File: src/rtl/decode_stage_if.sv
// Handshake bundles around the decode stage: instruction stream in, decoded bundle out.
// The master modport drives the data and valid; the slave modport returns ready.
interface instrBusIf #(
  parameter int INSTR_W = 32
);
  logic               inValid;
  logic               inReady;
  logic [INSTR_W-1:0] instruction;

  modport master (output inValid, output instruction, input inReady);
  modport slave  (input inValid, input instruction, output inReady);
endinterface

interface decodeBusIf #(
  parameter int REG_ADDR_W = 4,
  parameter int DATA_W     = 32,
  parameter int SHIFT_W    = 4
);
  logic                  outValid;
  logic                  outReady;
  logic [1:0]            operation;
  logic [2:0]            func;
  logic [REG_ADDR_W-1:0] dest;
  logic [REG_ADDR_W-1:0] addrA;
  logic [REG_ADDR_W-1:0] addrB;
  logic [SHIFT_W-1:0]    shiftBits;
  logic [DATA_W-1:0]     immediate;
  logic                  regWrite;
  logic                  memRead;
  logic                  memWrite;
  logic                  jump;
  logic                  illegal;

  modport master (
    output outValid, operation, func, dest, addrA, addrB, shiftBits, immediate,
    output regWrite, memRead, memWrite, jump, illegal,
    input  outReady
  );
  modport slave (
    input  outValid, operation, func, dest, addrA, addrB, shiftBits, immediate,
    input  regWrite, memRead, memWrite, jump, illegal,
    output outReady
  );
endinterface

File: src/rtl/decode_stage.sv
// Registered instruction decode stage with prefix-extended immediates and flush.
// Optional: define DECODE_ILLEGAL_TRAP_EN to emit an illegal-flagged bundle for bad encodings.
//
// state   | meaning
// IDLE    | no prefix held; immediates are sign-extended
// PENDING | prefixImm holds the upper immediate for the next instruction
module decode_stage #(
  parameter int INSTR_W    = 32,
  parameter int REG_ADDR_W = 4,
  parameter int DATA_W     = 32,
  parameter int SHIFT_W    = 4
) (
  input  logic clk,
  input  logic resetN,
  input  logic flush,
  instrBusIf.slave   inBus,
  decodeBusIf.master outBus
);

  localparam int IMM_W = INSTR_W - 5 - 3*REG_ADDR_W;

  typedef enum logic {IDLE, PENDING} stateType;

  stateType state, stateNext;

  logic [1:0]            opField;
  logic [2:0]            funcField;
  logic [REG_ADDR_W-1:0] destField, aField, bField;
  logic [IMM_W-1:0]      immField;
  logic [IMM_W-1:0]      prefixImm;
  logic [DATA_W-1:0]     immSext, immJoined, immNext;

  logic isPrefix, isIllegal;
  logic decRegWrite, decMemRead, decMemWrite, decJump;
  logic accept, loadBundle, latchPrefix, validNext;

  logic                  outValidQ;
  logic [1:0]            operationQ;
  logic [2:0]            funcQ;
  logic [REG_ADDR_W-1:0] destQ, addrAQ, addrBQ;
  logic [SHIFT_W-1:0]    shiftBitsQ;
  logic [DATA_W-1:0]     immediateQ;
  logic                  regWriteQ, memReadQ, memWriteQ, jumpQ;

  assign opField   = inBus.instruction[INSTR_W-1 -: 2];
  assign funcField = inBus.instruction[INSTR_W-3 -: 3];
  assign destField = inBus.instruction[INSTR_W-6 -: REG_ADDR_W];
  assign aField    = inBus.instruction[INSTR_W-6-REG_ADDR_W -: REG_ADDR_W];
  assign bField    = inBus.instruction[INSTR_W-6-2*REG_ADDR_W -: REG_ADDR_W];
  assign immField  = inBus.instruction[IMM_W-1:0];

  always_comb begin
    isPrefix    = 1'b0;
    isIllegal   = 1'b0;
    decRegWrite = 1'b0;
    decMemRead  = 1'b0;
    decMemWrite = 1'b0;
    decJump     = 1'b0;
    case (opField)
      2'b00, 2'b01: decRegWrite = 1'b1;
      2'b10: begin
        case (funcField)
          3'b000: begin
            decMemRead  = 1'b1;
            decRegWrite = 1'b1;
          end
          3'b001:  decMemWrite = 1'b1;
          3'b111:  isPrefix    = 1'b1;
          default: isIllegal   = 1'b1;
        endcase
      end
      default: decJump = 1'b1;
    endcase
  end

  // A pending prefix supplies the upper bits; the joined value is zero-extended.
  assign immSext   = DATA_W'(signed'(immField));
  assign immJoined = DATA_W'({prefixImm, immField});
  assign immNext   = (state == PENDING) ? immJoined : immSext;

  assign inBus.inReady = !outValidQ || outBus.outReady || flush;
  assign accept        = inBus.inValid && inBus.inReady;

  always_ff @(posedge clk) begin
    if (!resetN) state <= IDLE;
    else         state <= stateNext;
  end

  // Accepting without flush implies the held bundle is gone, so validNext is already 0.
  always_comb begin
    stateNext   = state;
    loadBundle  = 1'b0;
    latchPrefix = 1'b0;
    validNext   = outValidQ && !outBus.outReady;
    if (flush) begin
      stateNext = IDLE;
      validNext = 1'b0;
    end else if (accept) begin
      if (isPrefix) begin
        latchPrefix = 1'b1;
        stateNext   = PENDING;
      end else if (isIllegal) begin
        stateNext = IDLE;
`ifdef DECODE_ILLEGAL_TRAP_EN
        loadBundle = 1'b1;
        validNext  = 1'b1;
`endif
      end else begin
        stateNext  = IDLE;
        loadBundle = 1'b1;
        validNext  = 1'b1;
      end
    end
  end

  always_ff @(posedge clk) begin
    if (!resetN) prefixImm <= '0;
    else if (latchPrefix) prefixImm <= immField;
  end

  // Illegal encodings decode with every strobe low, so the bundle load needs no masking.
  always_ff @(posedge clk) begin
    if (!resetN) begin
      outValidQ  <= 1'b0;
      operationQ <= '0;
      funcQ      <= '0;
      destQ      <= '0;
      addrAQ     <= '0;
      addrBQ     <= '0;
      shiftBitsQ <= '0;
      immediateQ <= '0;
      regWriteQ  <= 1'b0;
      memReadQ   <= 1'b0;
      memWriteQ  <= 1'b0;
      jumpQ      <= 1'b0;
    end else begin
      outValidQ <= validNext;
      if (loadBundle) begin
        operationQ <= opField;
        funcQ      <= funcField;
        destQ      <= destField;
        addrAQ     <= aField;
        addrBQ     <= bField;
        shiftBitsQ <= immField[SHIFT_W-1:0];
        immediateQ <= immNext;
        regWriteQ  <= decRegWrite;
        memReadQ   <= decMemRead;
        memWriteQ  <= decMemWrite;
        jumpQ      <= decJump;
      end
    end
  end

`ifdef DECODE_ILLEGAL_TRAP_EN
  logic illegalQ;

  always_ff @(posedge clk) begin
    if (!resetN)         illegalQ <= 1'b0;
    else if (loadBundle) illegalQ <= isIllegal;
  end

  assign outBus.illegal = illegalQ;
`else
  assign outBus.illegal = 1'b0;
`endif

  assign outBus.outValid  = outValidQ;
  assign outBus.operation = operationQ;
  assign outBus.func      = funcQ;
  assign outBus.dest      = destQ;
  assign outBus.addrA     = addrAQ;
  assign outBus.addrB     = addrBQ;
  assign outBus.shiftBits = shiftBitsQ;
  assign outBus.immediate = immediateQ;
  assign outBus.regWrite  = regWriteQ;
  assign outBus.memRead   = memReadQ;
  assign outBus.memWrite  = memWriteQ;
  assign outBus.jump      = jumpQ;

endmodule

File: src/flat_wrapper.sv
// flat-port wrapper written by rule: the top's interface ports become plain ports
module decode_stage_flat 
#(
  parameter int INSTR_W    = 32,
  parameter int REG_ADDR_W = 4,
  parameter int DATA_W     = 32,
  parameter int SHIFT_W    = 4
)
  (clk, resetN, flush, inBus_inValid, inBus_instruction, inBus_inReady, outBus_outValid, outBus_operation, outBus_func, outBus_dest, outBus_addrA, outBus_addrB, outBus_shiftBits, outBus_immediate, outBus_regWrite, outBus_memRead, outBus_memWrite, outBus_jump, outBus_illegal, outBus_outReady);
  instrBusIf #(.INSTR_W(INSTR_W)) inBus_i ();
  decodeBusIf #(.REG_ADDR_W(REG_ADDR_W), .DATA_W(DATA_W), .SHIFT_W(SHIFT_W)) outBus_i ();
  input  logic clk;
  input  logic resetN;
  input  logic flush;
  input wire logic [$bits(inBus_i.inValid)-1:0] inBus_inValid;
  input wire logic [$bits(inBus_i.instruction)-1:0] inBus_instruction;
  output wire logic [$bits(inBus_i.inReady)-1:0] inBus_inReady;
  output wire logic [$bits(outBus_i.outValid)-1:0] outBus_outValid;
  output wire logic [$bits(outBus_i.operation)-1:0] outBus_operation;
  output wire logic [$bits(outBus_i.func)-1:0] outBus_func;
  output wire logic [$bits(outBus_i.dest)-1:0] outBus_dest;
  output wire logic [$bits(outBus_i.addrA)-1:0] outBus_addrA;
  output wire logic [$bits(outBus_i.addrB)-1:0] outBus_addrB;
  output wire logic [$bits(outBus_i.shiftBits)-1:0] outBus_shiftBits;
  output wire logic [$bits(outBus_i.immediate)-1:0] outBus_immediate;
  output wire logic [$bits(outBus_i.regWrite)-1:0] outBus_regWrite;
  output wire logic [$bits(outBus_i.memRead)-1:0] outBus_memRead;
  output wire logic [$bits(outBus_i.memWrite)-1:0] outBus_memWrite;
  output wire logic [$bits(outBus_i.jump)-1:0] outBus_jump;
  output wire logic [$bits(outBus_i.illegal)-1:0] outBus_illegal;
  input wire logic [$bits(outBus_i.outReady)-1:0] outBus_outReady;
  assign inBus_i.inValid = inBus_inValid;
  assign inBus_i.instruction = inBus_instruction;
  assign inBus_inReady = inBus_i.inReady;
  assign outBus_outValid = outBus_i.outValid;
  assign outBus_operation = outBus_i.operation;
  assign outBus_func = outBus_i.func;
  assign outBus_dest = outBus_i.dest;
  assign outBus_addrA = outBus_i.addrA;
  assign outBus_addrB = outBus_i.addrB;
  assign outBus_shiftBits = outBus_i.shiftBits;
  assign outBus_immediate = outBus_i.immediate;
  assign outBus_regWrite = outBus_i.regWrite;
  assign outBus_memRead = outBus_i.memRead;
  assign outBus_memWrite = outBus_i.memWrite;
  assign outBus_jump = outBus_i.jump;
  assign outBus_illegal = outBus_i.illegal;
  assign outBus_i.outReady = outBus_outReady;
  decode_stage #(.INSTR_W(INSTR_W), .REG_ADDR_W(REG_ADDR_W), .DATA_W(DATA_W), .SHIFT_W(SHIFT_W)) u_core (.clk(clk), .resetN(resetN), .flush(flush), .inBus(inBus_i), .outBus(outBus_i));
endmodule
File: config.mk
export PLATFORM = sky130hd
export DESIGN_NAME = decode_stage_flat
export DESIGN_NICKNAME = d
export VERILOG_FILES = /design/src/rtl/decode_stage_if.sv /design/src/rtl/decode_stage.sv /design/src/flat_wrapper.sv
export SDC_FILE = /design/constraint.sdc
export NUM_CORES = 1
export LEC_CHECK = 0
export CORE_ASPECT_RATIO = 1.2
export CORE_MARGIN = 5
export CORE_UTILIZATION = 48
export CTS_CLUSTER_SIZE = 16
export DETAILED_ROUTE_END_ITERATION = 8
export PLACE_DENSITY_LB_ADDON = 0.3
export REMOVE_ABC_BUFFERS = 1
export SYNTH_ARGS = -nofsm -noshare
export SYNTH_HDL_FRONTEND = slang
export SYNTH_SLANG_ARGS = --single-unit
File: constraint.sdc
create_clock -name clk -period 2.4 [get_ports clk]
set_clock_uncertainty 0.15 [all_clocks]
set_input_delay 0.24 -clock clk [delete_from_list [all_inputs] [get_ports clk]]
set_output_delay 0.24 -clock clk [all_outputs]
set_load 0.05 [all_outputs]
Yosys cells after proc, flatten, opt, wreduce, memory -nomap -nowiden:

Index checks and enable logic that the tools add are counted.

* register bits: 74
* word-level logic and storage cells: 52
* output and inout port bits: 60
* input port bits: 37

* multiplexer cells: 21
* bitwise logic cells: 1
* equal/unequal tests: 4
* reduce and logical (&&, ||, !) cells: 12

Operators with widths (number)
* $mux W32: 1
* $mux W1: 19
* $reduce_or A3 Y1: 2
* $reduce_or A2 Y1: 2
* $eq A3 B1 Y1 const B: 1
* $eq A3 B3 Y1 const B: 1
* $logic_not A3 Y1: 1
* $eq A2 B1 Y1 const B: 1
* $eq A2 B2 Y1 const B: 1
* $logic_and A1 B1 Y1: 2
* $logic_not A1 Y1: 2
* $logic_not A2 Y1: 1
* $logic_or A1 B1 Y1: 2
* $pmux W1 S2: 1
* $not A1 Y1: 1

Longest topological paths before layout:

Gate-level depths: netlist of run 1.

* depth in word-level cells: 8
* depth in mapped cells: 7
* gate-level depth less buffers: 4

Worst setup path after synthesis of run 1:

Ideal clock, no wire load.

* path type: register to register
* start point: register u_core.outValidQ (netlist: u_core.outBus.outValid)
* end point: register u_core.immediateQ[0] (netlist: u_core.outBus.immediate[0])
* period minus slack after synthesis: 1816 ps
* setup time: 76 ps
* required time: 2174 ps
* slack: 584 ps
* arrival time: 1590 ps
* path buffers: 3
* stages on the path, launching flop included: 8
* cell sequence: dfxtp_1 -> nor2b_1 -> buf_2 -> a211o_1 -> buf_2 -> buf_4 -> nand2_1 -> a21boi_0

* longest elaborated chain between the ends: 6

RTL lines
* start, declared: line decode_stage.sv:37 `logic outValidQ;`
* start signal, assigned: line decode_stage.sv:137 `outValidQ <= validNext;`
* $logic_not A1 Y1: line decode_stage.sv:81 `assign inBus.inReady = !outValidQ || outBus.outReady || flush;`
* $logic_or A1 B1 Y1 (2 in a row): line decode_stage.sv:81
* $logic_and A1 B1 Y1: line decode_stage.sv:82 `assign accept = inBus.inValid && inBus.inReady;`
* $mux W1: line decode_stage.sv:98 `end else if (accept) begin`
* $mux W1: line decode_stage.sv:95 `if (flush) begin`
* end signal, assigned: line decode_stage.sv:145 `immediateQ <= immNext;`
* end, declared: line decode_stage.sv:42 `logic [DATA_W-1:0] immediateQ;`

No other way between the ends.
A chain may end at the register's enable or synchronous reset.

Worst setup path in the final report of run 1:

* start point: register u_core.outValidQ (netlist: u_core.outBus.outValid)
* end point: output port inBus_inReady

* longest elaborated chain between the ends: 3

RTL lines
* $logic_not A1 Y1: line decode_stage.sv:81
* $logic_or A1 B1 Y1 (2 in a row): line decode_stage.sv:81
* end, declared: line flat_wrapper.sv:17 `output wire logic [$bits(inBus_i.inReady)-1:0] inBus_inReady;`

No other way between the ends.

==> impl_results.md, run 1 <==
* Mapped cell area at 2760 µm²
* Final TNS setup at 0 ps
* Core region area at 5630 µm²
* Crit end category: output pin
* Data arrival, critical path at 1560 ps
* Setup ws final at 446 ps
* Fin. Hold Viols at 0
* Worst endpoint required time at 2010 ps
* CTS tree: built
* Initial Utilization at 49.0%
* CTS max path bufs at 2
* H-tree depth at 3
* Avg Cell Area, Syn at 8.49 µm²
* Antenna viol nets, final at 0
* Chip width at 79.2 µm
* Die area at 7370 µm²
* Register share of total power at 46.9%
* I/O pin count at 97
* Int Pwr at 0.00188 W
* CP peak stage delay at 600 ps
* RePlAce Congestion at 0.853
* Largest net degree at the start of global routing at 39
* Routed WL at 6560 µm
* PD cells at 665 nW/µm²
* Wirelength per Cell at 13.8 µm
* GRT Overall Usage at 19.1%
* Pins Over Slew Limit at 0
* Drt first pass iters at 4
* Site row count at 30
* Initial antenna violation count at 0
* Synth-to-layout area growth at 41.2%
* Die Y at 93.1 µm
* Worst-path clk slew at 70 ps
* Pre-CTS WS at 205 ps
* Gate Count Post-Synth at 325
* TritonCTS Sinks at 69
* Global route overflow at 0
* Post-DP HPWL at 4540 µm
* Max Fclk at 0.512 GHz
* RSZ-0062 raised after global routing: no
* Post-CTS Setup Inserts at 0
* Netlist cell types at 26
* First-pass GRT wire length at 11200 µm
* M1 GR Usage at 22.9%
* P_sw at 0.000712 W
* Root buf cell: clkbuf_8
* WP buf/inv at 1
* Final setup viols at 0
* Slowest stage cell, crit path: nor2b_1
* Total power at 0.00259 W
* Register area share after synthesis at 50.0%
* Post-layout util at 69.2%
* Tcrit/Tclk final at 81.4%
* Leakage at 1.53 nW
* Resized Gates After CTS at 0
* Crit-path cells: nor2b_1 -> nand2b_1 -> buf_4
* Crit path kind: flop to output pin
* Layout cells sized above 1 at 6.59%
* Number of global-route vias before repair at 2434
* # diodes at 0
* Period minus WS final at 1950 ps
* Port Buffers at 95
* Clock Latency Late Sink at 330 ps
* Share of the synthesized area in the top cell type at 50.0%
* Grt met2 use at 32.6%
* Via count at 2444
* GR peak layer: met2
* DRC at 0
* CP startpoint kind: flop
* Cell family with most CP delay: simple AND/OR/NAND/NOR gates
* Gate power share at 18.8%
* Met3 usage at 3.47%
* Number of max-cap violations at 0
* CTS Hold Buffers Added at 0
* CP Max Fanout at 8
* Fillers at 483
* Num CTS Buffers at 9
* Worst vdd ir at 0.000435 V
* Worst-margin pin slew at 732 ps
* Hold/Removal Path Class: input pin to flop
* Ys Warns at 0
* NumNets Final at 444
* Rel. slew slack at 51.1%
* Number of synthesized register bits at 69
* DR iter-0 viols at 116
* Switching Fraction at 27.5%
* Number of vias per cell at 5.16
* Area leader, netlist: dfxtp_1
* Clk pwr share at 34.2%
* Synth top area cells: dfxtp_1 (50%), nand2_1 (14%), a21boi_0 (7.1%)
* Status: completed
layout by cell type, fill, tap and decap left out, types with 2 or more instances in the layout:
cell | Yosys | final
buf_4 | 12 | 8
a21boi_0 | 26 | 26
o211a_1 | 15 | 15
a21boi_1 | 9 | 9
o21ai_0 | 15 | 15
dfxtp_1 | 69 | 69
clkdlybuf4s50_1 | 0 | 93
nand2b_1 | 3 | 3
nor2b_1 | 3 | 3
buf_12 | 0 | 3
clkbuf_8 | 0 | 10
a21oi_1 | 20 | 20
nand2_1 | 100 | 100
nand3_1 | 17 | 17
nor2_1 | 2 | 2
clkbuf_1 | 13 | 2
o21ai_1 | 2 | 2
cell usage after synthesis:
cell type and number:
nand2_1 100, a21oi_1 20, buf_4 12, buf_6 2, o211a_1 15, o21ai_0 15
nor2_1 2, and2b_4 1, nand2b_1 3, dfxtp_1 69, nor4_1 1, conb_1 1
or2_1 1, a21boi_1 9, nor2b_1 3, a211o_1 1, nor4_2 1, nand3b_1 1
clkbuf_1 13, nand3_1 17, buf_2 7, a211oi_2 1, or4_1 1, inv_1 1
o21ai_1 2, a21boi_0 26
layer usage:
metal,wire length [µm],up-vias
met5,0,-
met4,143,0
met3,300,12
met2,3320,67
met1,2800,1127
li1,-,1238
through the flow:
| stage | std cells | area (µm²) | hold WS (ps) |
|---|---|---|---|
| 5_1_grt | 474 | 3900 | 190 |
| 6_report | 474 | 3900 | 170 |
| 2_1_floorplan | 291 | 2560 | 180 |
| 4_1_cts | 474 | 3900 | 164 |
| 3_5_place_dp | 460 | 3720 | 297 |
| 3_3_place_gp | 460 | 3720 | 289 |
power groups by stage:
stage / combinational [W] / sequential (W) / clock [W]
6_report: 0.000488 / 0.00122 / 0.000887
3_3_place_gp: 0.000486 / 0.00124 / 0
3_5_place_dp: 0.000491 / 0.00124 / 0
5_1_grt: 0.000518 / 0.00122 / 0.000965
2_1_floorplan: 0.000101 / 0.00141 / 0
4_1_cts: 0.000493 / 0.00122 / 0.000911
path summary, 6_finish.rpt:
check,start,to,slack (ps),depth (start not counted)
setup / recovery,u_core.outBus.outValid,inBus_inReady,450,3
hold / removal,resetN,u_core.outBus.immediate[19],170,2
hold reg to reg,u_core.outBus.immediate[12],u_core.outBus.immediate[12],300,2
setup reg to reg,u_core.outBus.outValid,u_core.outBus.func[0],540,5
kinds of logic after synthesis:
| group | after synthesis | share of synthesized area, % |
|---|---|---|
| buffers and inverters | 35 | 7.25 |
| and+or+nand+nor | 131 | 20.1 |
| DFF | 69 | 50.0 |
| other | 1 | 0.136 |
| AOI/OAI and AO/OA | 89 | 22.4 |
state kept, by name, indices dropped and copies added (netlist names):
register and count:
u_core.outBus.func 3, u_core.outBus.addrB 4, u_core.outBus.outValid 1, u_core.outBus.immediate 31
u_core.outBus.regWrite 1, u_core.outBus.jump 1, u_core.outBus.dest 4, u_core.outBus.operation 2
u_core.outBus.addrA 4, u_core.outBus.memRead 1, u_core.outBus.memWrite 1, u_core.state 1
u_core.prefixImm 15
layout make-up:
type	instances	area, µm²	area share, %
clock buffers	12	145	3.73
clock inverters	2	35.0	0.899
inverters	1	3.75	0.0963
multi-input cells	221	1190	30.7
flip-flops and latches	69	1380	35.5
well taps	64	80.1	2.06
repair buffers	105	1060	27.1
No activity file was read; power rests on OpenSTA's default activity.
==> run 2: changes to the inputs <==
--- a/config.mk
+++ b/config.mk
@@ -7,7 +7,7 @@
 export LEC_CHECK = 0
 export CORE_ASPECT_RATIO = 1.2
 export CORE_MARGIN = 5
-export CORE_UTILIZATION = 48
+export CORE_UTILIZATION = 45
 export CTS_CLUSTER_SIZE = 16
 export DETAILED_ROUTE_END_ITERATION = 8
 export PLACE_DENSITY_LB_ADDON = 0.3
==> constraint.sdc (replaced) <==
create_clock -name clk -period 2 [get_ports clk]
set_clock_uncertainty 0.15 [all_clocks]
set_input_delay 0.2 -clock clk [delete_from_list [all_inputs] [get_ports clk]]
set_output_delay 0.2 -clock clk [all_outputs]
set_load 0.05 [all_outputs]
==> impl_results.md, run 2 (synthesis gave the netlist of run 1 again) <==
* Synth-to-layout area growth at 43.7%
* Post-DP HPWL at 4740 µm (+4.4%)
* Port Buffers at 95 (unchanged)
* Tcrit/Tclk final at 93.3%
* CP Max Fanout at 3 (-5)
* Clk pwr share at 32.5% (-1.7 points)
* CP startpoint kind: flop
* Switching Fraction at 29.6% (+2.1 points)
* Worst vdd ir at 0.000549 V (+26%)
* Leakage at 1.56 nW (+1.6%)
* Antenna viol nets, final at 0 (unchanged)
* Most frequent cells in the layout: nand2_1 (100), clkdlybuf4s50_1 (93), dfxtp_1 (69)
* Clock Latency Late Sink at 330 ps (about the same)
* Pre-CTS WS at -43.6 ps (-249 ps)
* Initial Utilization at 45.9% (-3.1 points)
* CTS Hold Buffers Added at 0 (unchanged)
* Worst Min Path Start: resetN
* Resized Gates After CTS at 0 (unchanged)
* Rel. slew slack at 63.6% (+13 points)
* Placed Area at 3790 µm² (+2.0%)
* Global route overflow at 0 (unchanged)
* H-tree depth at 3 (unchanged)
* Design area at 3970 µm² (+1.8%)
* Number of global-route vias before repair at 2353 (-3.3%)
* Period minus WS final at 1870 ps
* Die area at 7810 µm² (+5.9%)
* RePlAce Congestion at 0.797 (-6.6%)
* Int Pwr at 0.00214 W (+14%)
* # diodes at 0 (unchanged)
* Crit end category: output pin
* Largest net degree at the start of global routing at 46 (+18%)
* Hold/Removal Path Class: input pin to flop
* Drt first pass iters at 4 (unchanged)
* CTS max path bufs at 2 (unchanged)
* Setup ws final at 133 ps (-312 ps)
* Chip width at 81.5 µm (+2.9%)
* Max Fclk at 0.536 GHz
* Final non-filler cell total at 499 (+5.3%)
* Max FFs per register at 31 (unchanged)
* Final setup viols at 0 (unchanged)
* Root buf cell: clkbuf_8
* P_sw at 0.000899 W (+26%)
* Gate power share at 19.6% (+0.8 points)
* WP buf/inv at 1 (unchanged)
* Layout cells sized above 1 at 8.63% (+2.0 points)
* DRC at 0 (unchanged)
* Cell family with most CP delay: buffers and inverters
* Slowest stage cell, crit path: clkdlybuf4s50_1
* I/O pin count at 97 (unchanged)
* Number of max-cap violations at 0 (unchanged)
* Number of vias per cell at 4.98 (-3.3%)
* Num CTS Buffers at 9 (unchanged)
* Commonest non-fill, non-tap cell in the layout: nand2_1
* Crit path kind: flop to output pin
* Wirelength per Cell at 13.4 µm (-3.5%)
* First-pass GRT wire length at 10900 µm (-3.1%)
* Via count at 2487 (+1.8%)
* Critical R2R Launch: u_core.outBus.outValid
* R2R Setup Slk at 340 ps (-200 ps)
* NumNets Final at 449 (+1.1%)
* Post-Place Cells at 483 (+5.0%)
* Die Y at 95.8 µm (+2.9%)
* CTS tree: built
* Initial antenna violation count at 0 (unchanged)
* Data arrival, critical path at 1520 ps (-40 ps)
* Worst-path clk slew at 70 ps (about the same)
* Crit-path cells: clkdlybuf4s50_1
* Core region area at 6010 µm² (+6.8%)
* GRT Overall Usage at 17.9% (-1.1 points)
* Post-CTS Setup Inserts at 0 (unchanged)
* Status: completed
* Worst endpoint required time at 1650 ps (-360 ps)
* PD cells at 767 nW/µm² (+15%)
* TritonCTS Sinks at 69 (unchanged)
* Fin. Hold Viols at 0 (unchanged)
* Crit path from: u_core.outBus.immediate[30]
* DR iter-0 viols at 86 (-26%)
* CP peak stage delay at 820 ps (+220 ps)
* Site row count at 31 (+3.3%)
* Pins Over Slew Limit at 0 (unchanged)
* Worst-margin pin slew at 544 ps (-188 ps)
* RSZ-0062 raised after global routing: no
* Routed WL at 6670 µm (+1.6%)
* Register share of total power at 47.9% (+1.0 points)
-- run 2: power by group through the flow --
stage	Clock [W]	Combinational, W	Sequential [W]
after floorplan	0	0.000121	0.00169
final	0.000990	0.000595	0.00146
after global placement	0	0.000592	0.00149
after detailed placement	0	0.000598	0.00149
after CTS	0.00102	0.000601	0.00146
after global routing	0.00109	0.000631	0.00146
-- run 2: through the flow --
stage	total power, W	TNS (ps)	utilization (%)	hold WS, ps
final	0.00304	0	66.0	151
after global routing	0.00318	0	66.0	153
after CTS	0.00308	0	66.0	134
after detailed placement	0.00209	-87.8	63.0	296
after global placement	0.00208	0	63.0	291
after floorplan	0.00181	-69860	-	140
-- run 2: final timing paths --
check,endpoint,depth (start not counted)
worst max-delay path,outBus_immediate[31],1
worst min-delay path,u_core.outBus.immediate[18],2
worst max register to register,u_core.outBus.jump,6
worst min register to register,u_core.outBus.immediate[10],2
-- run 2: cell type report --
| type | count | area (µm²) |
|---|---|---|
| multi-input combinational | 221 | 1190 |
| timing repair buffer | 110 | 1110 |
| clock inverter | 6 | 38.8 |
| clock buffer | 10 | 138 |
| sequential | 69 | 1380 |
| inverter | 1 | 3.75 |
| fill | 545 | 2050 |
| tap | 82 | 103 |
-- run 2: layer usage --
metal / track usage, % / routed length, µm / vias up
li1: - / - / 1260
met1: 20.7 / 2750 / 1141
met2: 30.5 / 3380 / 75
met3: 4.21 / 429 / 11
met4: 9.44 / 113 / 0
met5: 0 / 0 / -
==> RTL change 1, RTL diff (config.mk and constraints of run 2) <==
The option `DECODE_ILLEGAL_TRAP_EN` is turned on by a define.
--- a/src/rtl/decode_stage.sv
+++ b/src/rtl/decode_stage.sv
@@ -6,2 +6,4 @@
 // PENDING | prefixImm holds the upper immediate for the next instruction
+`define DECODE_ILLEGAL_TRAP_EN
+
 module decode_stage #(
Formal check against the unedited RTL: not equivalent (Yosys sat finds a counterexample within 4 cycles, from zero or initial values and one cycle with resetN low).
==> RTL change 1 against run 2 <==
Sequential cell count up 1; maximum frequency about the same; register-to-register slack improved by 100 ps; final area increased by 9.6%; largest power group unchanged; total power grew 11%; largest cell class is now multi-input combinational cells; wire length grew 2.2%; sequential share of layout area is 2.6 points lower; worst setup slack got worse by 0.99 ps; synthesized area grew 12%.
==> RTL change 1: results <==
set metrics [dict create \
    buf_share_pct 25.6 \
    synth_compound_area_share_pct 4.45 \
    first_iter_violations 124 \
    leakagePower_uw 0.00183 \
    irDropWorstVdd_mv 0.373 \
    drt-total-wl_mm 6.82 \
    dr.pass1.iters 4 \
    grtUsageTotal_pct 16.0 \
    clock_latency_ps 330 \
    fill_cells 608 \
    buffers_excl_clock 112 \
    status "completed" \
    synth_fa_ha_area_share_pct 0 \
    hold_class "primary input to flop" \
    grt_pass1_wl_mm 11.1 \
    clock_buffers 11 \
    dr_total_vias 2527 \
    p_switching_uw 907 \
    synth_mux_area_share_pct 25.8 \
    gp_congestion 0.794 \
    synth_cell_types 35 \
    yosys_most_used_dff "dfxtp_1" \
    p_per_area_nw_per_um2 777 \
    synth_commonest_cells "nand2_1 (110), dfxtp_1 (70), mux2i_1 (63), clkbuf_1 (16), mux2_2 (15)" \
    ys_ff_latch 70 \
    dpl_cell_area_sq_um 4120 \
    multi_input_area_share_pct 34.3 \
    area_growth_pct 40.5 \
    root_buffer "clkbuf_8" \
    io_buffers 96 \
    seq_area_frac_synth_pct 45.3 \
    multi_input_gates 224 \
    grt_pass1_vias 2437 \
    grt_max_degree 59 \
    ctsResizeCount 0 \
    clkSlewWorstSetupHoldPaths_ps 70 \
    seq_area_share_pct 32.3 \
    p_clk_share_pct 37.3 \
    synthTopCellsByArea "dfxtp_1 (45%), mux2i_1 (20%), nand2_1 (13%)" \
    pg_comb_uw 635 \
    intPower_uw 2470 \
    inverters 2 \
    worst_pin_slew_ps 530 \
    drive_above_1_share_pct 13.2 \
    detailed_place_hpwl_mm 4.74 \
    nets 456 \
    clk_share_pct 5.10 \
]
-- RTL change 1: layer usage --
| layer | vias up | wire [um] | track usage, % |
|---|---|---|---|
| li1 | 1275 | - | - |
| met1 | 1179 | 2800 | 18.3 |
| met2 | 65 | 3500 | 28.4 |
| met3 | 8 | 430 | 3.52 |
| met4 | 0 | 97 | 7.31 |
| met5 | - | 0 | 0 |
-- RTL change 1: through the flow --
stage | utilization [%] | std cells | setup slack, ps
4_1_cts | 64.2 | 510 | 96.7
5_1_grt | 64.2 | 510 | 77.1
3_5_place_dp | 60.9 | 495 | -29.5
3_3_place_gp | 60.9 | 495 | 37.5
2_1_floorplan | - | 296 | -546
6_report | 64.2 | 510 | 132
-- RTL change 1: final timing paths --
path	from	to	slack, ps	depth (start not counted)
min	resetN	u_core.outBus.memRead$_SDFFE_PN0P_	140	3
max reg2reg	u_core.outBus.outValid$_SDFF_PP0_	u_core.outBus.immediate[6]$_SDFFE_PN0P_	440	5
min reg2reg	u_core.outBus.immediate[9]$_SDFFE_PN0P_	u_core.outBus.immediate[9]$_SDFFE_PN0P_	310	2
max	u_core.outBus.immediate[0]$_SDFFE_PN0P_	outBus_immediate[0]	130	1
-- RTL change 1: worst register-to-register path, cell delays in order (launching register included) --
cell and delay (ps):
dfxtp_1 320, nor2b_1 130, buf_4 160, a211oi_4 200, buf_12 280, mux2i_1 240
-- RTL change 1: kinds of logic (layout without fill, tap and decap cells) --
family          after synthesis  after routing
compound gates               16             16
buf+inv                      33            129
flops                        70             70
mux                          78             78
simple gates                130            130
==> RTL change 2, RTL diff (settings of run 2) <==
Made on the original files. `REG_ADDR_W` is set to 4 in 3 places; all go to 3.
--- a/src/rtl/decode_stage_if.sv
+++ b/src/rtl/decode_stage_if.sv
@@ -14,3 +14,3 @@
 interface decodeBusIf #(
-  parameter int REG_ADDR_W = 4,
+  parameter int REG_ADDR_W = 3,
   parameter int DATA_W     = 32,
--- a/src/rtl/decode_stage.sv
+++ b/src/rtl/decode_stage.sv
@@ -8,3 +8,3 @@
   parameter int INSTR_W    = 32,
-  parameter int REG_ADDR_W = 4,
+  parameter int REG_ADDR_W = 3,
   parameter int DATA_W     = 32,
--- a/src/flat_wrapper.sv
+++ b/src/flat_wrapper.sv
@@ -4,3 +4,3 @@
   parameter int INSTR_W    = 32,
-  parameter int REG_ADDR_W = 4,
+  parameter int REG_ADDR_W = 3,
   parameter int DATA_W     = 32,
Interface: changed (resized outBus_addrA, outBus_addrB and outBus_dest); port bits go from 97 to 94. The function was not compared with the original's and may differ.
==> RTL change 2 against run 2 <==
Worst hold slack better by 62 ps; wire length fell by 3.8%; final area rose by 1.7%; non-clock buffer count down 3; synthesized area is 0.68% higher; sequential cell count down 3; total power rose by 14%; worst setup slack lost 21 ps.
==> RTL change 2: results <==
set metrics [dict create \
    grtUsageTotal_pct 17.4 \
    grt_pass1_vias 2310 \
    dr_total_vias 2395 \
    largest_register_ffs 32 \
    grt_pass1_wl_mm 10.6 \
    first_iter_violations 94 \
    ff2ff_setup_slack_ps 410 \
    placed_cells 468 \
    hold_ws_ps 213 \
    synth_compound_area_share_pct 25.9 \
    cp_top_family "buffers and inverters" \
    grt_max_degree 44 \
    synthTopCellsByArea "dfxtp_1 (48%), nand2_1 (13%), a21boi_2 (13%)" \
    synthXorXnorAreaFrac_pct 0 \
    clockBufferDepth 2 \
    detailed_place_hpwl_mm 4.49 \
    dpl_cell_area_sq_um 3770 \
    hold_buffers 0 \
    nets 434 \
    synthCells 310 \
    hold_class "primary input to flop" \
    io_buffers 92 \
    gp_congestion 0.756 \
    stdcell_count 484 \
    seq_area_frac_synth_pct 47.5 \
    drt-total-wl_mm 6.42 \
    leakagePower_uw 0.00156 \
    arrival_ps 1540 \
    status "completed" \
    p_switching_uw 904 \
    synth_commonest_cells "nand2_1 (96), dfxtp_1 (66), a21boi_2 (31), a21oi_1 (19), nand3_1 (16)" \
    maxSlewHeadroom_pct 64.3 \
]
-- RTL change 2: cell count changes in the layout (fill, tap and decap cells not counted), moves of 2 or more --
| cell | before | now |
|---|---|---|
| a21boi_2 | 0 | 31 |
| a21boi_0 | 26 | 3 |
| a21boi_1 | 9 | 0 |
| bufinv_16 | 0 | 4 |
| nand2_1 | 100 | 96 |
| clkdlybuf4s50_1 | 93 | 90 |
| dfxtp_1 | 69 | 66 |
| clkinv_2 | 3 | 1 |
| o21ai_1 | 2 | 0 |
-- RTL change 2: cells by family (layout without fill, tap and decap cells) --
group / after synthesis / in the layout
compound gates: 85 / 85
buf+inv: 32 / 124
flops: 66 / 66
other cells: 1 / 1
simple gates: 126 / 126
-- RTL change 2: worst min-delay path, delay by kind of cell --
kind,cells,cell delay [ps]
AO/OA/AOI/OAI,2,130
buffers and inverters,2,320
-- RTL change 2: cell type report --
type                            count  area (sq um)
Tap cell                           82           103
Clock inverter                      7           141
Inverter                            1          3.75
Timing Repair Buffer              107          1080
Clock buffer                        9           124
Multi-Input combinational cell    212          1260
Fill cell                         491          1980
Sequential cell                    66          1320
-- RTL change 2: stage by stage --
step | setup slack (ps) | TNS (ps)
after floorplan | -548 | -26320
after global placement | 36.7 | 0
after detailed placement | -18.1 | -72.0
after CTS | 82.8 | 0
after global routing | 52.5 | 0
final | 112 | 0
-- RTL change 2: final timing paths --
| check | cells after the start | from | endpoint |
|---|---|---|---|
| worst max register to register | 6 | u_core.outBus.outValid$_SDFF_PP0_ | u_core.prefixImm[11]$_SDFFE_PN0P_ |
| worst min register to register | 2 | u_core.prefixImm[9]$_SDFFE_PN0P_ | u_core.prefixImm[9]$_SDFFE_PN0P_ |
| worst max-delay path | 1 | u_core.outBus.immediate[0]$_SDFFE_PN0P_ | outBus_immediate[0] |
| worst min-delay path | 4 | resetN | u_core.outBus.regWrite$_SDFFE_PN0P_ |
-- RTL change 2: per-layer routing --
| layer | global-route usage [%] | up-vias | share of wire, % | routed length [um] |
|---|---|---|---|---|
| li1 | - | 1209 | - | - |
| met1 | 20.2 | 1118 | 43 | 2730 |
| met2 | 30.1 | 64 | 49 | 3160 |
| met3 | 6.27 | 4 | 7.5 | 482 |
| met4 | 4.57 | 0 | 0.73 | 47 |
| met5 | 0 | - | 0 | 0 |
-- RTL change 2: power by group through the flow --
stage,Sequential [uW],Combinational [uW],Clock [uW]
after floorplan,1610,141,0
after global routing,1400,628,1570
after CTS,1390,599,1500
after global placement,1420,591,0
after detailed placement,1420,596,0
final,1390,593,1480
